<file path="config.mk">
export PLATFORM = sky130hd
export DESIGN_NAME = ls_7404
export DESIGN_NICKNAME = d
export VERILOG_FILES = /design/src/rtl/ls_7404.sv
export SDC_FILE = /design/constraint.sdc
export NUM_CORES = 1
export LEC_CHECK = 0
export BUFFER_PORTS_ARGS = -buffer_cell sky130_fd_sc_hd__buf_2
export CAP_MARGIN = 20
export CORE_MARGIN = 3
export CORE_UTILIZATION = 45
export CTS_CLUSTER_DIAMETER = 80
export CTS_CLUSTER_SIZE = 14
export DETAILED_ROUTE_END_ITERATION = 7
export PLACE_DENSITY = 0.72
export SYNTH_ARGS = -nofsm -noshare
export SYNTH_HDL_FRONTEND = slang
export SYNTH_SLANG_ARGS = --single-unit
export TNS_END_PERCENT = 10
</file>
<file path="constraint.sdc">
create_clock -name clk -period 4 [get_ports clk]
set_input_delay 0.2 -clock clk [delete_from_list [all_inputs] [get_ports clk]]
set_output_delay 0.2 -clock clk [all_outputs]
set_load 0.1 [all_outputs]
</file>
<file path="src/rtl/ls_7404.sv">
// rtl/ls_7404.sv - hex inverter with combinational outputs plus a clocked observation section
// (registered copy, per-bit change strobes, saturating transition counter).
module ls_7404 #(
   parameter int WIDTH = 6,
   parameter int CNT_W = 16
) (
   input  logic             clk,
   input  logic             rst_n,
   input  logic [WIDTH-1:0] a,
   output logic [WIDTH-1:0] y,
   output logic [WIDTH-1:0] y_q,
   output logic [WIDTH-1:0] chg,
   output logic [CNT_W-1:0] tcnt
);

   localparam int PC_W  = $clog2(WIDTH + 1);
   // Sum is one bit wider than either operand so the saturation compare cannot overflow.
   localparam int SUM_W = ((CNT_W > PC_W) ? CNT_W : PC_W) + 1;
   localparam logic [CNT_W-1:0] CNT_MAX = '1;

   logic [WIDTH-1:0] y_q_d, y_q_q;
   logic [WIDTH-1:0] chg_d, chg_q;
   logic [CNT_W-1:0] tcnt_d, tcnt_q;
   logic [PC_W-1:0]  pc;
   logic [SUM_W-1:0] sum;

   assign y = ~a;

   always_comb begin
      y_q_d = ~a;
      chg_d = y_q_q ^ y_q_d;
      pc    = '0;
      for (int i = 0; i < WIDTH; i++) begin
         pc = pc + PC_W'(chg_d[i]);
      end
      sum = SUM_W'(tcnt_q) + SUM_W'(pc);
      if (sum > SUM_W'(CNT_MAX)) begin
         tcnt_d = CNT_MAX;
      end else begin
         tcnt_d = sum[CNT_W-1:0];
      end
   end

   always_ff @(posedge clk or negedge rst_n) begin
      if (!rst_n) begin
         y_q_q  <= '1;
         chg_q  <= '0;
         tcnt_q <= '0;
      end else begin
         y_q_q  <= y_q_d;
         chg_q  <= chg_d;
         tcnt_q <= tcnt_d;
      end
   end

   assign y_q  = y_q_q;
   assign chg  = chg_q;
   assign tcnt = tcnt_q;

endmodule

</file>
Word level (Yosys, flattened, before mapping)
Index checks and enable logic that the tools add are counted.

storage, ports and cells
  memories kept = 0
  memory bits (read-only) = 0
  output and inout bits = 34
  word-level logic and storage cells = 13
  register bits after elaboration = 28
  input port bits = 8
  RAM bits = 0
  bits in latches = 0

operators by class
  $add $sub $neg = 6
  muxes and demuxes = 1
  $mul = 0
  bitwise logic cells = 2
  divide/modulo/power cells = 0
  reduce and logical (&&, ||, !) cells = 0
  eq/ne operators = 0
  shift operators = 0
  magnitude comparators = 1

operator list
  operator                number
  $add A16 B3 Y17         1
  $gt A17 B16 Y1 const B  1
  $mux W16                1
  $add A3 B1 Y3           3
  $not A6 Y6              1
  $xor A6 B6 Y6           1
  $add A2 B1 Y3           1
  $add A1 B1 Y2           1

Depth between registers and ports, before layout
  depth in word-level cells = 10
  depth in mapped cells = 12
  mapped depth without buffers = 11

Worst setup path after synthesis
No wires, ideal clock.

  path type = reg-to-reg
  from = register tcnt_q[0], in the netlist tcnt[0]
  to = register tcnt_q[13], in the netlist tcnt[13]
  path buffers = 1
  required time = 3.928 ns
  arrival = 3.908 ns
  clock period less this slack = 3.980 ns
  library setup time = 0.072 ns
  stages on the path, launching flop included = 11
  setup slack = 0.020 ns
  cells stage by stage = dfrtp_1 inv_1 fa_1 fa_1 fa_1 fa_1 and2b_1 o21ai_2 or4_4 buf_6 nand3_1

between the ends
  cells in the longest elaborated chain, start to end = 3

RTL lines
  element                 line  RTL
  from (decl)             23    logic [CNT_W-1:0] tcnt_d, tcnt_q;
  from (signal assigned)  52    tcnt_q <= tcnt_d;
  $add A16 B3 Y17 (*)     36    sum = SUM_W'(tcnt_q) + SUM_W'(pc);
  $gt A17 B16 Y1          37    if (sum > SUM_W'(CNT_MAX)) begin
  $mux W16 (*)            37
  via tcnt_d[13]          23

Mark *: on every way through the listed nets, which the timed path passes. The rest lies on a longest branch.

Worst setup path in the final report
  from = input a[0]
  to = register tcnt_q[2], in the netlist tcnt[2]

between the ends
  cells in the longest elaborated chain, start to end = 10

RTL lines
  element                          line  RTL
  from (decl)                      9     input logic [WIDTH-1:0] a,
  $not A6 Y6 (*)                   30    y_q_d = ~a;
  $xor A6 B6 Y6 (*)                31    chg_d = y_q_q ^ y_q_d;
  via chg_d[0]                     22    logic [WIDTH-1:0] chg_d, chg_q;
  $add A1 B1 Y2 (*)                34    pc = pc + PC_W'(chg_d[i]);
  $add A2 B1 Y3 (*)                34
  $add A3 B1 Y3 (*) (3 in series)  34
  $add A16 B3 Y17 (*)              36
  $gt A17 B16 Y1                   37
  $mux W16 (*)                     37
  via tcnt_d[2]                    23

Marked as above.

==> flow_metrics.env <==
export IMPL_use_met2=0.258
export IMPL_fmax_mhz=266
export IMPL_synth_cells=123
export IMPL_dr_pass1_iters=4
export IMPL_drv_cap=0
export IMPL_critPathLaunch="a[0]"
export IMPL_clk_latency_ns=0.33
export IMPL_setup_violations=0
export IMPL_critPathMaxFanout=14
export IMPL_postPlaceCellArea_um2=1580
export IMPL_worst_slew_pin_slew_ns=0.608
export IMPL_timing_reg2reg_setup_slack_ns=0.27
export IMPL_postCtsHoldBufs=7
export IMPL_arrival_ns=4.00
export IMPL_met1_usage=0.220
export IMPL_finalCritPeriodShare=0.939
export IMPL_post_cts_buffers=0
export IMPL_crit_type="primary input to flip-flop"
export IMPL_yosysTopAreaCell="dfrtp_1"
export IMPL_cts_tree="yes"
export IMPL_vias=1018
export IMPL_top_level_ports=42
export IMPL_synth_edff_count=0
export IMPL_n_antenna_cell=0
export IMPL_die_h_um=60.8
export IMPL_ant_nets=0
export IMPL_seqCellArea_um2=708
export IMPL_final_nets=189
export IMPL_yosysUniqueCellTypes=34
export IMPL_routed_wirelength_um=2610
export IMPL_grt_max_degree=29
export IMPL_die_area_um2=3700
export IMPL_fillers=253
export IMPL_wl_per_cell_um=12.8
export IMPL_utilization=0.601
export IMPL_p_leak_uw=0.000888
export IMPL_start_util=0.482
export IMPL_hpwl_um=1910
export IMPL_yosysWarnings=0
export IMPL_critPathLaunchType="primary input"
export IMPL_combinationalPowerShare=0.607
export IMPL_drive_gt1_frac=0.347
export IMPL_numCtsBuffers=3
export IMPL_slew_headroom=0.595
export IMPL_slew_viol_final=0
export IMPL_fin_worst_skew_ns=0.0147
export IMPL_status="finished, final reports clean"
export IMPL_worstReg2RegStart="y_q[2]$_DFF_PN1_"
export IMPL_core_um2=2810
export IMPL_synth_top_area_share=0.407
export IMPL_hold_viol=0
export IMPL_path_clk_slew_ns=0.15
export IMPL_cell_internal_pwr_uw=585
export IMPL_syn_to_final_growth_pct=24.7
export IMPL_fp_row_count=19
export IMPL_place_port_buffers=41
export IMPL_route_detailed_drc=0
export IMPL_grt_busiest_layer="met2"
export IMPL_clk_path_buf_depth=2
export IMPL_overflow=0
export IMPL_switching_power_uw=766
export IMPL_rsz0062_at_grt="false"
export IMPL_netSwitchingFraction=0.567
export IMPL_ys_ff_latch=28
export IMPL_grt_use_met3=0.0213
export IMPL_first_global_vias=1000
export IMPL_seq_area_frac_synth=0.524
export IMPL_p_clk_frac=0.101
export IMPL_seqPwrFrac=0.292
export IMPL_design_area_um2=1690
export IMPL_synth_area_leaders="dfrtp_1 (41%), dfstp_2 (12%), fa_1 (5.9%)"
export IMPL_ys_flop_type="dfrtp_1"
export IMPL_fin_setup_tns_ns=0
export IMPL_ctsRootBufferMaster="clkbuf_4"
export IMPL_hold_class="primary input to async pin"
export IMPL_multi_input_area_um2=557
export IMPL_synth_most_common_cell="dfrtp_1"
export IMPL_clkSinkCount=28
export IMPL_fin_crit_ns=3.76
export IMPL_htree_levels=1
export IMPL_place_congestion=0.862
export IMPL_grtUsageTotal=0.158
export IMPL_crit_required_ns=4.25
export IMPL_async_flop_share=1.00
export IMPL_synthTopCellsByCount="dfrtp_1 (22), inv_1 (19), nand2_1 (11), xor2_1 (8)"
export IMPL_viasPerCell=4.99
export IMPL_antenna_found_initial=0
export IMPL_grt_pass1_wl_um=4370
export IMPL_cts_repair_resized=0
export IMPL_irDropWorstVdd_mv=0.577
export IMPL_syn_avg_cell_area_um2=11.0
export IMPL_powerDensity_nw_per_um2=801
export IMPL_die_w_um=60.8
export IMPL_netlist_area_um2=1350
export IMPL_initialDrtViolationCount=17
export IMPL_cp_end_kind="flip-flop"
export IMPL_syn_nets=138
==> layer usage <==
| layer | vias up | routed length [um] |
|---|---|---|
| li1 | 505 | - |
| met1 | 470 | 1190 |
| met2 | 39 | 1220 |
| met3 | 4 | 177 |
| met4 | 0 | 25 |
| met5 | - | 0 |
==> cells by family (layout without fill, tap and decap cells) <==
kind of cell / Yosys count / after routing / share of synthesized area
compound gates: 16 / 16 / 0.0768
simple gates: 38 / 38 / 0.160
flops: 28 / 28 / 0.524
buf+inv: 21 / 71 / 0.0648
xor+xnor: 11 / 11 / 0.0712
mux: 2 / 2 / 0.0167
fa+ha+maj: 7 / 7 / 0.0870
==> power groups by stage <==
stage	clock (uW)	combinational, uW	sequential, uW
final	136	820	395
after global routing	156	888	405
after CTS	143	829	396
after detailed placement	0	820	401
after global placement	0	813	398
after floorplan	0	294	786
==> cell usage in the layout (no fill, tap or decap), types with 2 or more instances in the layout <==
master,Yosys,layout
and2_1,2,2
buf_2,0,41
clkbuf_4,0,3
dfrtp_1,22,22
dfstp_2,6,6
dlygate4sd3_1,0,7
fa_1,4,4
ha_1,3,3
inv_1,19,19
mux2_2,2,2
nand2_1,11,11
nand2b_1,2,2
nand3_1,7,7
nor3_1,3,3
o211ai_1,3,3
o21ai_0,7,7
or3_1,3,3
xnor2_1,3,3
xor2_1,8,8
==> layout make-up <==
class | instances | share of cell area
timing repair buffer | 48 | 0.163
inverter | 19 | 0.0423
multi-input combinational | 74 | 0.330
tap | 31 | 0.0230
clock buffer | 4 | 0.0215
sequential | 28 | 0.420
==> sequential cells by signal, indices dropped and copies added, names as in the netlist <==
name,count
chg,6
tcnt,16
y_q,6
==> worst paths after layout <==
check | cells after the start | to
hold reg to reg | 2 | tcnt[8]$_DFF_PN0_
setup reg to reg | 9 | tcnt[2]$_DFF_PN0_
max in group asynchronous | 2 | tcnt[2]$_DFF_PN0_
setup / recovery | 12 | tcnt[2]$_DFF_PN0_
hold / removal | 2 | tcnt[1]$_DFF_PN0_
min in group clk | 3 | y_q[2]$_DFF_PN1_
==> critical path: stages <==
cell and delay, ns:
dlygate4sd3_1 0.53, buf_2 0.13, xnor2_1 0.20, inv_1 0.08, fa_1 0.49, fa_1 0.42, fa_1 0.42, fa_1 0.38
and2b_1 0.28, o21ai_2 0.11, or4_4 0.63, o21ai_0 0.12
==> stage by stage <==
step / power (uW) / setup slack, ns / hold slack, ns / std cells
floorplan: 1080 / 0.0199 / -0.0956 / 123
global placement: 1210 / 0.338 / 0.244 / 193
detailed placement: 1220 / 0.269 / 0.251 / 193
CTS: 1370 / 0.236 / 0.417 / 204
global route: 1450 / 0.100 / 0.447 / 204
finish: 1350 / 0.244 / 0.407 / 204
Power figures use the tool's default switching activity.
